--- src/rtl/acc_pkg.sv ---
// -----------------------------------------------------------------------------
// acc_pkg
// Constants and helpers shared by the partial-sum accumulator and its lanes.
//   DEF_*    : default parameter values (one 3x3 window of 8-bit samples).
//   add_ovf  : two's-complement overflow test for a single signed add.
// -----------------------------------------------------------------------------
package acc_pkg;

  localparam int DEF_DATA_BITWIDTH = 8;
  localparam int DEF_N_CH          = 4;
  localparam int DEF_ACC_WIDTH     = 32;
  localparam int DEF_CNT_W         = 8;
  localparam int DEF_WIN_LEN       = 9;
  localparam int DEF_SATURATE      = 1;

  // A signed add overflows exactly when both operands share a sign and the
  // truncated sum has the opposite sign. This gives the same answer as
  // widening to ACC_WIDTH+1 bits and range-checking, but needs only three bits.
  function automatic logic add_ovf(input logic a_msb,
                                   input logic b_msb,
                                   input logic s_msb);
    return (a_msb == b_msb) && (s_msb != a_msb);
  endfunction

endpackage

--- src/rtl/acc_lane.sv ---
// -----------------------------------------------------------------------------
// acc_lane
// One channel of the window accumulator: sign-extends a sample, adds it to the
// running partial sum with optional saturation, and keeps the partial sum and
// the sticky overflow flag for the current window.
// Ports:
//   clk, rst   : clock, synchronous active-high reset
//   i_accept   : a sample is consumed this cycle
//   i_first    : the consumed sample starts a new window
//   i_sample   : signed input sample
//   o_next     : sum including this sample (window result when it is the last)
//   o_ovf_win  : overflow seen anywhere in the window up to and including now
// -----------------------------------------------------------------------------
module acc_lane
  import acc_pkg::*;
#(
  parameter int DATA_BITWIDTH = DEF_DATA_BITWIDTH,
  parameter int ACC_WIDTH     = DEF_ACC_WIDTH,
  parameter int SATURATE      = DEF_SATURATE
) (
  input  logic                        clk,
  input  logic                        rst,
  input  logic                        i_accept,
  input  logic                        i_first,
  input  logic signed [DATA_BITWIDTH-1:0] i_sample,
  output logic signed [ACC_WIDTH-1:0] o_next,
  output logic                        o_ovf_win
);

  localparam logic signed [ACC_WIDTH-1:0] ACC_MAX = {1'b0, {(ACC_WIDTH-1){1'b1}}};
  localparam logic signed [ACC_WIDTH-1:0] ACC_MIN = {1'b1, {(ACC_WIDTH-1){1'b0}}};

  logic signed [ACC_WIDTH-1:0] r_psum;
  logic                        r_ovf_acc;

  logic signed [ACC_WIDTH-1:0] w_sext;
  logic signed [ACC_WIDTH-1:0] w_base;
  logic signed [ACC_WIDTH-1:0] w_sum;
  logic signed [ACC_WIDTH-1:0] w_next;
  logic                        w_ovf;

  // NOTE: combinational blocks use blocking '=' and assign every output a
  // default before any conditional override, so no latch can be inferred.
  always_comb begin
    w_sext = ACC_WIDTH'(i_sample);
    // The first sample of a window starts from zero, so stale psum is ignored
    // and the add cannot overflow (ACC_WIDTH >= DATA_BITWIDTH).
    w_base = i_first ? '0 : r_psum;
    w_sum  = w_base + w_sext;
    w_ovf  = add_ovf(w_base[ACC_WIDTH-1], w_sext[ACC_WIDTH-1], w_sum[ACC_WIDTH-1]);
    w_next = w_sum;
    // On overflow the true sum lies beyond the limit on the side of the
    // operands' common sign.
    if ((SATURATE != 0) && w_ovf) begin
      w_next = w_base[ACC_WIDTH-1] ? ACC_MIN : ACC_MAX;
    end
  end

  assign o_next    = w_next;
  assign o_ovf_win = (r_ovf_acc && !i_first) || w_ovf;

  // NOTE: sequential state uses non-blocking '<=' so every register samples
  // the pre-edge values of the others, independent of statement order.
  always_ff @(posedge clk) begin
    if (rst) begin
      r_psum    <= '0;
      r_ovf_acc <= 1'b0;
    end else if (i_accept) begin
      // Written on the last sample too; psum is don't-care after a window
      // closes because the next window restarts from zero.
      r_psum    <= w_next;
      r_ovf_acc <= o_ovf_win;
    end
  end

endmodule

--- src/rtl/psum_accumulator.sv ---
// -----------------------------------------------------------------------------
// psum_accumulator
// Multi-channel windowed partial-sum accumulator between the PE-array MAC
// outputs and the output-feature buffer. Sums win_len signed samples per
// channel and presents one registered result per window on valid/ready.
// Ports:
//   clk, rst            : clock, synchronous active-high reset
//   in_valid / in_ready : input sample-vector handshake
//   din                 : N_CH packed signed samples, channel c at [c*DW +: DW]
//   win_len             : samples per window, captured at a window's first sample
//   flush               : abandon the current partial window
//   out_valid/out_ready : result handshake
//   dout                : N_CH packed signed window sums, channel c at [c*AW +: AW]
//   ovf                 : per-channel overflow flag for the reported window
// -----------------------------------------------------------------------------
module psum_accumulator
  import acc_pkg::*;
#(
  parameter int DATA_BITWIDTH = DEF_DATA_BITWIDTH,
  parameter int N_CH          = DEF_N_CH,
  parameter int ACC_WIDTH     = DEF_ACC_WIDTH,
  parameter int CNT_W         = DEF_CNT_W,
  parameter int SATURATE      = DEF_SATURATE
) (
  input  logic                          clk,
  input  logic                          rst,
  input  logic                          in_valid,
  output logic                          in_ready,
  input  logic [N_CH*DATA_BITWIDTH-1:0] din,
  input  logic [CNT_W-1:0]              win_len,
  input  logic                          flush,
  output logic                          out_valid,
  input  logic                          out_ready,
  output logic [N_CH*ACC_WIDTH-1:0]     dout,
  output logic [N_CH-1:0]               ovf
);

  logic [CNT_W-1:0]          r_cnt;
  logic [CNT_W-1:0]          r_len_q;
  logic                      r_out_valid;
  logic [N_CH*ACC_WIDTH-1:0] r_dout;
  logic [N_CH-1:0]           r_ovf;

  logic                      w_in_ready;
  logic                      w_accept;
  logic                      w_first;
  logic                      w_last;
  logic [CNT_W-1:0]          w_len_eff;
  logic [N_CH*ACC_WIDTH-1:0] w_next;
  logic [N_CH-1:0]           w_ovf_win;

  // A stalled result blocks input: a window completing now would have nowhere
  // to go without overwriting the unconsumed one.
  assign w_in_ready = !flush && !(r_out_valid && !out_ready);
  assign w_accept   = in_valid && w_in_ready;
  assign w_first    = (r_cnt == '0);

  always_comb begin
    w_len_eff = r_len_q;
    // The live win_len governs the opening sample so that length 1 completes
    // immediately; a zero length is treated as one.
    if (w_first) begin
      w_len_eff = (win_len == '0) ? CNT_W'(1) : win_len;
    end
    w_last = (({1'b0, r_cnt} + (CNT_W+1)'(1)) == {1'b0, w_len_eff});
  end

  for (genvar c = 0; c < N_CH; c++) begin : g_lane
    acc_lane #(
      .DATA_BITWIDTH (DATA_BITWIDTH),
      .ACC_WIDTH     (ACC_WIDTH),
      .SATURATE      (SATURATE)
    ) u_lane (
      .clk       (clk),
      .rst       (rst),
      .i_accept  (w_accept),
      .i_first   (w_first),
      .i_sample  (din[c*DATA_BITWIDTH +: DATA_BITWIDTH]),
      .o_next    (w_next[c*ACC_WIDTH +: ACC_WIDTH]),
      .o_ovf_win (w_ovf_win[c])
    );
  end

  always_ff @(posedge clk) begin
    if (rst) begin
      r_cnt       <= '0;
      r_len_q     <= '0;
      r_out_valid <= 1'b0;
      r_dout      <= '0;
      r_ovf       <= '0;
    end else begin
      // flush forces in_ready low, so it can never coincide with an accept.
      if (flush) begin
        r_cnt <= '0;
      end else if (w_accept) begin
        if (w_first) begin
          r_len_q <= w_len_eff;
        end
        if (w_last) begin
          r_cnt  <= '0;
          r_dout <= w_next;
          r_ovf  <= w_ovf_win;
        end else begin
          r_cnt <= r_cnt + CNT_W'(1);
        end
      end

      // A completing window wins over a consumed result, giving
      // back-to-back windows with no bubble.
      if (w_accept && w_last) begin
        r_out_valid <= 1'b1;
      end else if (out_ready) begin
        r_out_valid <= 1'b0;
      end
    end
  end

  assign in_ready  = w_in_ready;
  assign out_valid = r_out_valid;
  assign dout      = r_dout;
  assign ovf       = r_ovf;

endmodule

--- config.mk ---
export PLATFORM = sky130hd
export DESIGN_NAME = psum_accumulator
export DESIGN_NICKNAME = d
export VERILOG_FILES = /design/src/rtl/acc_pkg.sv /design/src/rtl/acc_lane.sv /design/src/rtl/psum_accumulator.sv
export SDC_FILE = /design/constraint.sdc
export NUM_CORES = 1
export LEC_CHECK = 0
export CAP_MARGIN = 0
export CORE_MARGIN = 3
export CORE_UTILIZATION = 40
export CTS_CLUSTER_SIZE = 20
export DETAILED_ROUTE_END_ITERATION = 6
export GPL_TIMING_DRIVEN = 0
export PLACE_DENSITY = 0.7
export SLEW_MARGIN = 10
export SYNTH_ARGS = -nofsm -noshare
export SYNTH_HDL_FRONTEND = slang
export SYNTH_SLANG_ARGS = --single-unit
export TNS_END_PERCENT = 20
--- constraint.sdc ---
create_clock -name clk -period 6.14 [get_ports clk]
set_input_delay 0.614 -clock clk [delete_from_list [all_inputs] [get_ports clk]]
set_output_delay 0.614 -clock clk [all_outputs]
set_load 0.1 [all_outputs]
* Word level (Yosys, flattened, before mapping)
Cells that the tools add are included.
Storage, ports and cells: flip-flop bits (word level) 281, output and inout bits 134
Cells by class: add/sub/neg operators 6, equality and inequality tests 9, multiplexer cells 17, bitwise operators 1, reductions and logical operators 26
Operator list (count):
- 32-bit 2-to-1 mux | 12
- 32-bit by 8-bit adder with 32-bit output | 4
- 8-bit 2-to-1 mux | 3
- 8-bit logical NOT | 2
- 1-bit logical AND | 12
- 8-bit by 1-bit adder with 9-bit output, second input constant | 1
- 9-bit by 8-bit equality test with 1-bit output | 1
- 8-bit by 1-bit adder with 8-bit output, second input constant | 1
- 3-bit AND reduction | 2
- 1-bit equality test | 4
- 1-bit logical NOT | 4
- 1-bit logical OR | 4
- 1-bit inequality test | 4
- 1-bit 2-to-1 mux | 2
- 2-bit nonzero test | 1
- 2-bit OR reduction | 1
- 1-bit inverter | 1

* Depth between registers and ports, before layout
Gate-level depths: netlist of the first run.
word-level depth 7, depth in mapped cells 23

* Modules after synthesis
A second synthesis of the first run with hierarchy kept.
Second synthesis, totals: cell total of the unflattened synthesis 2589, area, all modules 20425.8 µm²
By module, submodules not included:
- psum_accumulator | times used 1, cells an instance 725, area an instance 7005.5 µm², seq. area each 2982.9 µm²
- acc_lane (g_lane[2].u_lane ...) | times used 2, cells an instance 462, area an instance 3355.7 µm², seq. area each 660.6 µm²
- acc_lane (g_lane[0].u_lane ...) | times used 2, cells an instance 470, area an instance 3354.5 µm², seq. area each 660.6 µm²

* Worst setup path after synthesis of the first run
OpenSTA, ideal clock, no wires.
path kind register -> register, start register r_cnt[0], end register r_dout[62], in the netlist dout[62], arrival 4470 ps, data required time 6054 ps, path slack 1585 ps, stages on the path, launching flop included 23, cells stage by stage dfxtp_1 > inv_1 > ha_1 > nor4b_2 > nand2_1 > buf_2 > clkbuf_1 > clkbuf_1 > clkbuf_1 > and2_1 > ha_1 > inv_1 > fa_1 > nand2b_1 > a211oi_1 > o21ai_0 > a31oi_1 > o22ai_1 > o21ai_0 > a311oi_1 > xnor2_1 > nand2_1 > a211oi_1
Between the ends: word-level cells in the longest chain between the ends 6
RTL lines:
- start, declared | line psum_accumulator.sv:38 | logic [CNT_W-1:0] r_cnt;
- start signal, assigned | line psum_accumulator.sv:104 | r_cnt <= r_cnt + CNT_W'(1);
- 8-bit logical NOT | line psum_accumulator.sv:56 | assign w_first = (r_cnt == '0);
- 32-bit 2-to-1 mux | line acc_lane.sv:48 | w_base = i_first ? '0 : r_psum;
- 32-bit by 8-bit adder with 32-bit output | line acc_lane.sv:49 | w_sum = w_base + w_sext;
- 1-bit inequality test | line acc_pkg.sv:22 | return (a_msb == b_msb) && (s_msb != a_msb);
- 1-bit logical AND | line acc_pkg.sv:22
- 32-bit 2-to-1 mux | line acc_lane.sv:54 | if ((SATURATE != 0) && w_ovf) begin
- end signal, assigned | line psum_accumulator.sv:101 | r_dout <= w_next;
- end, declared | line psum_accumulator.sv:41 | logic [N_CH*ACC_WIDTH-1:0] r_dout;
Several ways; a longest one is shown, not always the timed one. A chain may end at the register's enable or synchronous reset.

* Final worst setup path of the first run
start register r_cnt[0], end register r_dout[75], in the netlist dout[75]
Same word-level chain as after synthesis.

==> results.md, run 1 <==
- Syn Inst Count: 2377
- Hold Crit Depth: 2
- Core area: 0.0447 mm^2
- Fin area: 0.0218 mm^2
- Clk root buf: clkbuf_16
- Skew final: 0.0120 ns
- Number of diodes: 0
- GRT met1 Usage: 32.9%
- Initial Utilization: 40.9%
- GRT Total Usage: 24.9%
- Most Crowded Layer GR: met2
- Met3 usage: 3.81%
- Router iterations before antenna repair: 5
- Final Critical Period: 5.72 ns
- Wire per inst: 19.3 um
- Clock Pin Slew Worst Setup and Hold Paths: 0.06 ns
- Max Cap Viol: 0
- FMAX: 0.175 GHz
- Clock Latency Late Sink: 0.59 ns
- # hold bufs at CTS: 0
- Final Hold Vio Count: 0
- Maximum vdd drop: 0.167 mV
- Total number of vias: 18376
- WP data arrival: 6.15 ns
- Leakage: 8.64 nW
- Top-Level Pins: 179
- Syn nets: 2552
- Sequential share of the synthesized area: 30.7%
- Hpwl dp: 47300 um
- Worst EP required: 6.56 ns
- Netlist cell types: 73
- Worst Min Path Start: r_len_q[4]
- DRC viols: 0
- Min-Delay Endpoint: r_len_q[4]
- Startpoint Class: flip-flop
- H-Tree Depth: 1
- Hold slack: 0.456 ns
- Final Max Slew Viols: 0
- Period utilization: 93.2%
- Async set or reset register ratio after synthesis: 0%
- Non-filler cells, final: 3197
- Clock share of power: 42.5%
- Die area: 0.0484 mm^2
- Die H: 220 um
- Die Wd: 220 um
- CP Class: reg -> reg
- Antenna violation net count after detailed routing: 0
- Area Growth Syn to Fin: 19.1%
- Psw: 1.22 mW
- RR Startpoint: r_cnt[0]
- Register bit total from synthesis: 281
- # setup viols final: 0
- Antenna violations before repair: 0
- Worst R2R Path Depth: 21
- Syn Area/Cell: 7.70 um^2
- Buffers on Ports: 178
- Share of cells above drive strength 1: 4.72%
- R2R Setup Slk: 0.42 ns
- Vias in the first global route: 17670
- RePlAce Congestion: 0.946
- Drt total wl: 61700 um
- Post-place instance area: 0.0208 mm^2
- Setup TNS: 0 ns
- Nets: 2762
- Combinational fraction of design power: 13.9%
- Syn Std Cell Area: 0.0183 mm^2
- Met2 Use GR: 40.6%
- CTS tree: built
- Row count: 77
- EDFF count, synth: 0
- Worst-path fanout max: 19
- Cell Count Post-Placement: 3147
- Max-slew headroom: 30.7%
- Seq pwr share: 43.6%
- Setup Fix Bufs, Post-CTS: 0
- Max clock buf depth: 3
- Largest net degree at the start of global routing: 32
- PD cells: 201 mW/mm^2
- Worst-Margin Slew: 1.04 ns
- Initial DRC Count: 1353
- Hold Crit Class: reg -> reg
- RSZ-0062 raised after global routing: false
- First-pass GRT wire length: 96900 um
- Congestion Overflow GR: 0
- TritonCTS buffer count: 31
- Internal Power: 3.18 mW
- DR vias/cell: 5.75
- Status: complete, no violations
- Crit. End Element: flip-flop
- Main flop type after synthesis: dfxtp_1
- Yosys warns: 0
- Net Sw Frac: 27.7%
- Sink Count: 281
- Reg-to-Reg End: dout[75]
## flip-flops by register name, summed over array words and instances, names as in the netlist
name                     cells
dout                       128
g_lane.u_lane.r_psum       128
ovf                          4
g_lane.u_lane.r_ovf_acc      4
r_len_q                      8
r_cnt                        8
out_valid                    1
## power by group through the flow
stage	clock network (mW)	logic (mW)	registers, mW
final	1.87	0.612	1.91
after global routing	1.96	0.671	1.92
after CTS	1.89	0.604	1.91
after detailed placement	0	0.600	1.95
after global placement	0	0.592	1.95
after floorplan	0	0.398	1.96
## cells in the final DEF (no fill, tap or decap), drive strengths merged, types with 20 or more instances in the layout
master and instances:
nand4 20, xnor2 74, nor2 383, nand2 167
and2 137, o21ai 109, a211oi 181, dfxtp 281
clkbuf 159, ha 126, nand3 28, xor2 44
clkdlybuf4s50 174, a21o 66, a21oi 213, buf 44
nor3 76, inv 50
## cells in the mapped netlist, types with 49 or more instances
| cell | instances | area [um^2] |
|---|---|---|
| o21ai_0 | 102 | 510 |
| a21o_1 | 66 | 495 |
| inv_1 | 49 | 184 |
| xnor2_1 | 74 | 648 |
| nand2_1 | 167 | 627 |
| clkbuf_1 | 115 | 432 |
| and2_1 | 137 | 857 |
| dfxtp_1 | 281 | 5630 |
| a211oi_1 | 168 | 1260 |
| a21oi_1 | 212 | 1060 |
| nor3_1 | 76 | 380 |
| nor2_1 | 383 | 1440 |
| ha_1 | 126 | 1580 |
## kinds of logic after synthesis
logic type | after synthesis | synth area share (%)
AO/OA/AOI/OAI | 734 | 26.5
buffers and inverters | 207 | 4.69
adder cells (fa/ha/maj) | 132 | 9.16
multiplexers | 13 | 0.738
XOR/XNOR | 118 | 5.65
flip-flops | 281 | 30.7
AND/OR/NAND/NOR | 892 | 22.6
## final cells by class
type	count	area, um^2
clock inverter	9	104
timing repair buffer	178	1760
clock buffer	42	887
buffer	157	677
multi-input combinational	1889	11800
sequential	281	5630
tap	592	741
inverter	49	184
fill	4449	22900
## per-layer routing
layer / vias to the layer above / routed length (um)
met1: 8649 / 26700
li1: 8892 / -
met4: 0 / 2560
met5: - / 0
met2: 684 / 27600
met3: 151 / 4770
## metrics by stage
step / power, mW / util [%] / setup WS, ns
finish: 4.39 / 48.8 / 0.416
global route: 4.55 / 48.8 / 0.0847
CTS: 4.41 / 48.8 / 0.268
detailed placement: 2.55 / 46.6 / -0.334
global placement: 2.54 / 46.6 / -0.293
floorplan: 2.36 / - / 1.58
## worst max-delay path: stages, from the launching register on
cell       delay [ns]
dfxtp_1          0.45
inv_1            0.08
ha_1             0.19
nor4b_2          0.15
nand2_1          0.20
clkbuf_4         0.38
clkbuf_2         0.39
clkbuf_1         0.37
and2_1           0.19
ha_1             0.22
clkbuf_1         0.18
nand2_1          0.10
o21ai_0          0.14
a221oi_1         0.42
a2111oi_0        0.20
nor3_2           0.31
a21oi_2          0.17
nor2_1           0.35
clkbuf_1         0.46
o21ai_0          0.22
nor2_1           0.28
nor3_1           0.11
## how the worst max path moves through the flow
| stage | from | end | slack (ns) | cells past startpoint |
|---|---|---|---|---|
| after floorplan | r_cnt[0] | dout[62] | 1.58 | 22 |
| after global placement | r_cnt[0] | dout[83] | -0.29 | 22 |
| after detailed placement | r_cnt[0] | dout[83] | -0.33 | 22 |
| after CTS | r_cnt[0] | dout[75] | 0.27 | 21 |
| after global routing | r_cnt[0] | g_lane[2].u_lane.r_psum[27] | 0.08 | 20 |
| final | r_cnt[0] | dout[75] | 0.42 | 21 |
## what timing repair did
| item | CTS | global route |
|---|---|---|
| gates resized for setup | 1 | 8 |
| pin swaps | 0 | 0 |
| cloned | 0 | 0 |
| setup endpoints to repair | 156 | 38 |
No activity file was read; power rests on OpenSTA's default activity.
==> run 2, diff against run 1 <==
- CELL_PAD_IN_SITES_DETAIL_PLACEMENT: not set -> 1
- CELL_PAD_IN_SITES_GLOBAL_PLACEMENT: not set -> 2
- CORE_MARGIN: 3 -> 2
- CORE_UTILIZATION: 40 -> 34
- PLACE_DENSITY: 0.7 -> 0.92
==> run 2 against run 1 <==
- hold slack got worse by 0.0016 ns
- sequential power about the same
- final cell count is 3.4% higher
- critical path depth down 3
- sequential share of layout area is 0.24 points lower
- design area grew 0.94%
- largest cell class unchanged
- highest routed layer unchanged
==> results.md, run 2 (synthesis results as in run 1) <==
- Reg-to-Reg End: dout[46] (was dout[75])
- Hold Crit Class: reg -> reg (unchanged)
- Clock Latency Late Sink: 0.57 ns (was 0.59 ns)
- Maximum vdd drop: 0.136 mV (was 0.167 mV)
- Antenna violation net count after detailed routing: 0 (unchanged)
- Skew final: 0.0265 ns (was 0.0120 ns)
- Worst EP required: 6.61 ns (was 6.56 ns)
- Period utilization: 96.0% (was 93.2%)
- Vias in the first global route: 19474 (was 17670)
- Die Wd: 236 um (was 220 um)
- Combinational fraction of design power: 14.0% (was 13.9%)
- TritonCTS buffer count: 34 (was 31)
- GRT Total Usage: 25.0% (was 24.9%)
- First-pass GRT wire length: 110000 um (was 96900 um)
- Top-Level Pins: 179 (unchanged)
- Fin area: 0.0220 mm^2 (was 0.0218 mm^2)
- Share of cells above drive strength 1: 5.06% (was 4.72%)
- Met2 Use GR: 42.1% (was 40.6%)
- Hold slack: 0.454 ns (was 0.456 ns)
- Router iterations before antenna repair: 5 (unchanged)
- DR vias/cell: 5.61 (was 5.75)
- PD cells: 206 mW/mm^2 (was 201 mW/mm^2)
- Psw: 1.30 mW (was 1.22 mW)
- GRT met1 Usage: 31.9% (was 32.9%)
- Status: complete, no violations (unchanged)
- Initial DRC Count: 1068 (was 1353)
- Worst-path fanout max: 19 (unchanged)
- Internal Power: 3.23 mW (was 3.18 mW)
- Seq pwr share: 42.3% (was 43.6%)
- Slowest stage delay, CP: 0.72 ns (was 0.46 ns)
- Crit-path leading delay family: buffers and inverters (unchanged)
- Antenna violations before repair: 1 (was 0)
- Worst R2R Path Depth: 18 (was 21)
- Most frequent cells in the layout: 383 x nor2_1, 281 x dfxtp_1, 211 x a21oi_1 (was 383 x nor2_1, 281 x dfxtp_1, 212 x a21oi_1)
- Largest net degree at the start of global routing: 32 (unchanged)
- Die H: 236 um (was 220 um)
- Crit path depth: 18 (was 21)
- Post-place instance area: 0.0209 mm^2 (was 0.0208 mm^2)
- Clk root buf: clkbuf_16 (unchanged)
- Sink Count: 281 (unchanged)
- Area Growth Syn to Fin: 20.3% (was 19.1%)
- Max Cap Viol: 0 (unchanged)
- Crit. End Element: flip-flop (unchanged)
- # setup viols final: 0 (unchanged)
- Design Power: 4.53 mW (was 4.39 mW)
- Setup TNS: 0 ns (unchanged)
- RePlAce Congestion: 0.920 (was 0.946)
- Net Sw Frac: 28.7% (was 27.7%)
- Core area: 0.0535 mm^2 (was 0.0447 mm^2)
- Storage cell area: 0.00563 mm^2 (unchanged)
- Max-slew headroom: 27.7% (was 30.7%)
- Leakage: 8.69 nW (was 8.64 nW)
- CP Launch Point: r_cnt[0] (unchanged)
- Post-Route Utilization: 41.1% (was 48.8%)
- Initial Utilization: 34.2% (was 40.9%)
- Most Crowded Layer GR: met2 (unchanged)
- Clock share of power: 43.7% (was 42.5%)
- Worst-Margin Slew: 1.08 ns (was 1.04 ns)
- Max clock buf depth: 3 (unchanged)
- Met3 usage: 4.42% (was 3.81%)
- RR Startpoint: r_cnt[0] (unchanged)
- Final Hold Vio Count: 0 (unchanged)
- Crit-path cells: inv_1 -> ha_1 -> nor4b_2 -> nand2_1 -> clkbuf_4 -> clkbuf_2 -> clkbuf_1 -> and2_1 -> ha_1 -> o211ai_1 -> o211a_1 -> or4b_2 -> a21oi_1 -> a21oi_1 -> nand4_1 -> clkbuf_1 -> a21oi_1 -> a211oi_1 (was inv_1 -> ha_1 -> nor4b_2 -> nand2_1 -> clkbuf_4 -> clkbuf_2 -> clkbuf_1 -> and2_1 -> ha_1 -> clkbuf_1 -> nand2_1 -> o21ai_0 -> a221oi_1 -> a2111oi_0 -> nor3_2 -> a21oi_2 -> nor2_1 -> clkbuf_1 -> o21ai_0 -> nor2_1 -> nor3_1)
- Drt total wl: 70700 um (was 61700 um)
- CTS tree: built (unchanged)
- Buffers on Ports: 178 (unchanged)
- DRC viols: 0 (unchanged)
- Crit-path most repeated cell: a21oi_1 (was clkbuf_1)
- WP data arrival: 6.37 ns (was 6.15 ns)
- Nets: 2765 (was 2762)
- Wire per inst: 21.4 um (was 19.3 um)
- RSZ-0062 raised after global routing: true (was false)
- Congestion Overflow GR: 0 (unchanged)
- Clock Pin Slew Worst Setup and Hold Paths: 0.06 ns (about the same)
- Total number of vias: 18540 (was 18376)
- Final Max Slew Viols: 0 (unchanged)
- Setup crit end: dout[46] (was dout[75])
- Final Critical Period: 5.89 ns (was 5.72 ns)
- CP Buf/Inv Count: 5 (was 6)
- Die area: 0.0557 mm^2 (was 0.0484 mm^2)
- Row count: 85 (was 77)
- # fillers: 6504 (was 4449)
- Commonest non-fill, non-tap cell in the layout: nor2_1 (unchanged)
- Area occupied by multi-input gates: 0.0118 mm^2 (about the same)
- R2R Setup Slk: 0.25 ns (was 0.42 ns)
- # hold bufs at CTS: 0 (unchanged)
- H-Tree Depth: 2 (was 1)
- CP Class: reg -> reg (unchanged)
- Hpwl dp: 54400 um (was 47300 um)
- FMAX: 0.170 GHz (was 0.175 GHz)
- Startpoint Class: flip-flop (unchanged)
- Slowest cell on crit path: or4b_2 (was clkbuf_1)
[run 2: stage by stage]
| stage | cells | setup WS, ns |
|---|---|---|
| after global placement | 3251 | -0.609 |
| after global routing | 3306 | -0.0444 |
| after CTS | 3306 | 0.108 |
| final | 3307 | 0.246 |
| after detailed placement | 3251 | -0.694 |
| after floorplan | 2377 | 1.58 |
[run 2: power groups by stage]
stage	Combinational [mW]	Sequential, mW	Clock, mW
global placement	0.606	1.95	0
CTS	0.629	1.91	2.02
floorplan	0.398	1.96	0
finish	0.634	1.91	1.98
detailed placement	0.624	1.95	0
global route	0.694	1.92	2.09
[run 2: tightest hold or removal path, delay by kind of cell, from the launching register on]
family | cells | cell delay, ns
flops | 1 | 0.31
compound gates | 1 | 0.05
simple gates | 1 | 0.05
[run 2: per-layer routing]
| layer | vias to the layer above | wire length, um |
|---|---|---|
| li1 | 8894 | - |
| met1 | 9094 | 31700 |
| met2 | 423 | 32900 |
| met3 | 129 | 3620 |
| met4 | 0 | 2430 |
| met5 | - | 0 |
[run 2: what timing repair did]
action,4_1_cts,5_1_grt
setup endpoints to repair,242,112
resized for setup,3,19
setup buffers,0,0
cloned,0,0
[run 2: layout make-up]
cell class / instances / area share [%]
antenna: 1 / 0.0114
buffer: 157 / 3.10
clock buffer: 45 / 4.14
clock inverter: 11 / 0.563
inverter: 49 / 0.836
multi-input combinational: 1889 / 53.8
sequential: 281 / 25.6
tap: 696 / 3.96
timing repair buffer: 178 / 8.00
[run 2: how the worst min path moves through the flow]
stage / from / end / slack [ns] / cells past startpoint
detailed placement: g_lane[1].u_lane.r_ovf_acc / g_lane[1].u_lane.r_ovf_acc / 0.45 / 2
CTS: g_lane[1].u_lane.r_ovf_acc / g_lane[1].u_lane.r_ovf_acc / 0.46 / 2
floorplan: g_lane[3].u_lane.r_psum[0] / g_lane[3].u_lane.r_psum[0] / 0.43 / 2
global placement: g_lane[3].u_lane.r_ovf_acc / g_lane[3].u_lane.r_ovf_acc / 0.44 / 2
global route: g_lane[0].u_lane.r_ovf_acc / g_lane[0].u_lane.r_ovf_acc / 0.47 / 2
finish: dout[0] / dout[0] / 0.45 / 2
==> run 3, diff against run 2 <==
- CORE_UTILIZATION: 34 -> 31
- PLACE_DENSITY: 0.92 -> 0.88
- TNS_END_PERCENT: 20 -> not set
- clock period: 6.14 -> 5.2 ns (I/O delays scaled with it)
==> run 3 against run 2 <==
- worst setup slack improved by 0.0032 ns
- count of clock-buffer cells in the layout increased by 3
- critical path depth up 3
- sequential power grew 18%
- register-to-register slack barely moved
- first-iteration DRC count decreased by 4.2%
- wire length grew 1.7%
- non-clock buffer count grew 2
- core utilization fell by 2.9 points
- highest routed layer unchanged
==> results.md, run 3 (synthesis results as in run 1) <==
- Status: complete, no violations (unchanged)
- Startpoint Class: flip-flop (unchanged)
- Non-filler cells, final: 3391 (was 3307)
- Sink Count: 281 (unchanged)
- Final Hold Vio Count: 0 (unchanged)
- Slowest stage delay, CP: 0.55 ns (was 0.72 ns)
- Drt total wl: 71900 um (was 70700 um)
- FMAX: 0.202 GHz (was 0.170 GHz)
- Met3 usage: 3.27% (was 4.42%)
- CTS tree: built (unchanged)
- Most Crowded Layer GR: met2 (unchanged)
- Router iterations before antenna repair: 4 (was 5)
- Clk root buf: clkbuf_16 (unchanged)
- Combinational fraction of design power: 13.8% (was 14.0%)
- Initial Utilization: 31.2% (was 34.2%)
- Top-Level Pins: 179 (unchanged)
- # hold bufs at CTS: 0 (unchanged)
- Total number of vias: 18655 (was 18540)
- GRT Total Usage: 23.1% (was 25.0%)
- Clock share of power: 45.2% (was 43.7%)
- Buffers on Ports: 178 (unchanged)
- Row count: 89 (was 85)
- WP data arrival: 5.40 ns (was 6.37 ns)
- Final Max Slew Viols: 0 (unchanged)
- Share of cells above drive strength 1: 7.56% (was 5.06%)
- Max clock buf depth: 3 (unchanged)
- Storage cell area: 0.00563 mm^2 (about the same)
- Met2 Use GR: 39.4% (was 42.1%)
- Worst-Margin Slew: 1.10 ns (was 1.08 ns)
- Crit. End Element: flip-flop (unchanged)
- Hold Crit Class: reg -> reg (unchanged)
- CP Buf/Inv Count: 7 (was 5)
- Worst-path fanout max: 19 (unchanged)
- Commonest non-fill, non-tap cell in the layout: nor2_1 (unchanged)
- Leakage: 8.89 nW (was 8.69 nW)
- Psw: 1.57 mW (was 1.30 mW)
- Die area: 0.0610 mm^2 (was 0.0557 mm^2)
- Cell Count Post-Placement: 3328 (was 3251)
- Congestion Overflow GR: 0 (unchanged)
- Final Critical Period: 4.95 ns (was 5.89 ns)
- Slowest cell on crit path: or4_1 (was or4b_2)
- Area Growth Syn to Fin: 22.8% (was 20.3%)
- Number of diodes: 0 (was 1)
- Crit-path cells: inv_1 -> ha_1 -> nor4b_4 -> nand2_2 -> buf_6 -> clkbuf_4 -> buf_2 -> and2_1 -> ha_1 -> buf_2 -> nand2_1 -> or4_1 -> a2111oi_2 -> nor3_2 -> buf_4 -> a21oi_4 -> nor2_2 -> buf_2 -> o31ai_2 -> nor2_1 -> nor3_1 (was inv_1 -> ha_1 -> nor4b_2 -> nand2_1 -> clkbuf_4 -> clkbuf_2 -> clkbuf_1 -> and2_1 -> ha_1 -> o211ai_1 -> o211a_1 -> or4b_2 -> a21oi_1 -> a21oi_1 -> nand4_1 -> clkbuf_1 -> a21oi_1 -> a211oi_1)
- Initial DRC Count: 1023 (was 1068)
- Nets: 2768 (was 2765)
- DR vias/cell: 5.50 (was 5.61)
- DRC viols: 0 (unchanged)
- Most frequent cells in the layout: 382 x nor2_1, 280 x dfxtp_1, 207 x a21oi_1 (was 383 x nor2_1, 281 x dfxtp_1, 211 x a21oi_1)
- Hpwl dp: 55700 um (was 54400 um)
- Area occupied by multi-input gates: 0.0120 mm^2 (was 0.0118 mm^2)
- # setup viols final: 0 (unchanged)
- Wire per inst: 21.2 um (was 21.4 um)
- Antenna violations before repair: 1 (unchanged)
- Hold slack: 0.457 ns (was 0.454 ns)
- Clock Latency Late Sink: 0.58 ns (was 0.57 ns)
- PD cells: 245 mW/mm^2 (was 206 mW/mm^2)
- Max-slew headroom: 26.5% (was 27.7%)
- Max Cap Viol: 0 (unchanged)
- Net Sw Frac: 28.5% (was 28.7%)
- Largest net degree at the start of global routing: 32 (unchanged)
- CP Class: reg -> reg (unchanged)
- Seq pwr share: 41.0% (was 42.3%)
- Crit-path most repeated cell: buf_2 (was a21oi_1)
- Crit-path leading delay family: simple AND/OR/NAND/NOR gates (was buffers and inverters)
- TritonCTS buffer count: 35 (was 34)
- Clock Pin Slew Worst Setup and Hold Paths: 0.07 ns (was 0.06 ns)
- First-pass GRT wire length: 111000 um (was 110000 um)
- Vias in the first global route: 19161 (was 19474)
- Setup TNS: 0 ns (unchanged)
- Antenna violation net count after detailed routing: 0 (unchanged)
- Internal Power: 3.94 mW (was 3.23 mW)
- Die Wd: 247 um (was 236 um)
- # fillers: 7030 (was 6504)
- Die H: 247 um (was 236 um)
- Period utilization: 95.2% (was 96.0%)
- RSZ-0062 raised after global routing: true (unchanged)
- Maximum vdd drop: 0.156 mV (was 0.136 mV)
- Design Power: 5.51 mW (was 4.53 mW)
- Core area: 0.0587 mm^2 (was 0.0535 mm^2)
- GRT met1 Usage: 29.9% (was 31.9%)
- RePlAce Congestion: 0.900 (was 0.920)
- H-Tree Depth: 2 (unchanged)
- Skew final: 0.0416 ns (was 0.0265 ns)
- Worst EP required: 5.65 ns (was 6.61 ns)
[run 3: cell count changes in the layout (fill, tap and decap cells not counted), sizes merged]
cell,previous run,this run
buf,44,55
clkbuf,162,156
clkinvlp,0,3
clkinv,7,8
diode,1,0
inv,51,50
[run 3: power groups by stage]
stage / Combinational (mW) / Clock (mW) / Sequential, mW
after global routing: 0.834 / 2.61 / 2.27
after CTS: 0.751 / 2.53 / 2.26
final: 0.762 / 2.49 / 2.26
after global placement: 0.720 / 0 / 2.30
after floorplan: 0.470 / 0 / 2.31
after detailed placement: 0.740 / 0 / 2.31
[run 3: timing repair]
item                                   4_1_cts  5_1_grt
setup endpoints to repair                  264      244
gates resized for setup                     52       53
endpoints found under the hold margin        0        0
pin swaps                                    3        6
buffers inserted                             3        4
[run 3: worst register-to-register path: stages, from the launching register on]
cell and delay [ns]:
dfxtp_2 0.36, inv_1 0.08, ha_1 0.16, nor4b_4 0.23
nand2_2 0.14, buf_6 0.20, clkbuf_4 0.25, buf_2 0.22
and2_1 0.18, ha_1 0.26, buf_2 0.17, nand2_1 0.14
or4_1 0.55, a2111oi_2 0.30, nor3_2 0.09, buf_4 0.17
a21oi_4 0.27, nor2_2 0.15, buf_2 0.24, o31ai_2 0.34
nor2_1 0.13, nor3_1 0.21
[run 3: cell type report]
type	instances	area share, %
multi-input cells	1889	53.4
flip-flops and latches	281	25.0
repair buffers	185	8.07
clock buffers	48	4.48
well taps	773	4.30
plain buffers	152	3.26
inverters	49	0.819
clock inverters	14	0.635
[run 3: worst paths after layout]
path,start,end,slack [ns],cells past startpoint
worst max-delay path,r_cnt[0],dout[86],0.25,21
worst min-delay path,r_len_q[1],r_len_q[1],0.46,2
worst max register to register,r_cnt[0],dout[86],0.25,21
worst min register to register,r_len_q[1],r_len_q[1],0.46,2
[run 3: metrics by stage]
| step | util (%) | setup slack (ns) | instance area (um^2) |
|---|---|---|---|
| global route | 38.3 | -0.0116 | 22500 |
| floorplan | - | 0.645 | 18300 |
| detailed placement | 35.9 | -1.73 | 21100 |
| CTS | 38.1 | 0.00393 | 22300 |
| finish | 38.3 | 0.250 | 22500 |
| global placement | 35.9 | -1.54 | 21100 |
[run 3: routing by layer]
metal,routed length (um),part of all wire [%]
met4,2320,3.2
met1,32200,45
met5,0,0
met3,3140,4.4
met2,34200,48
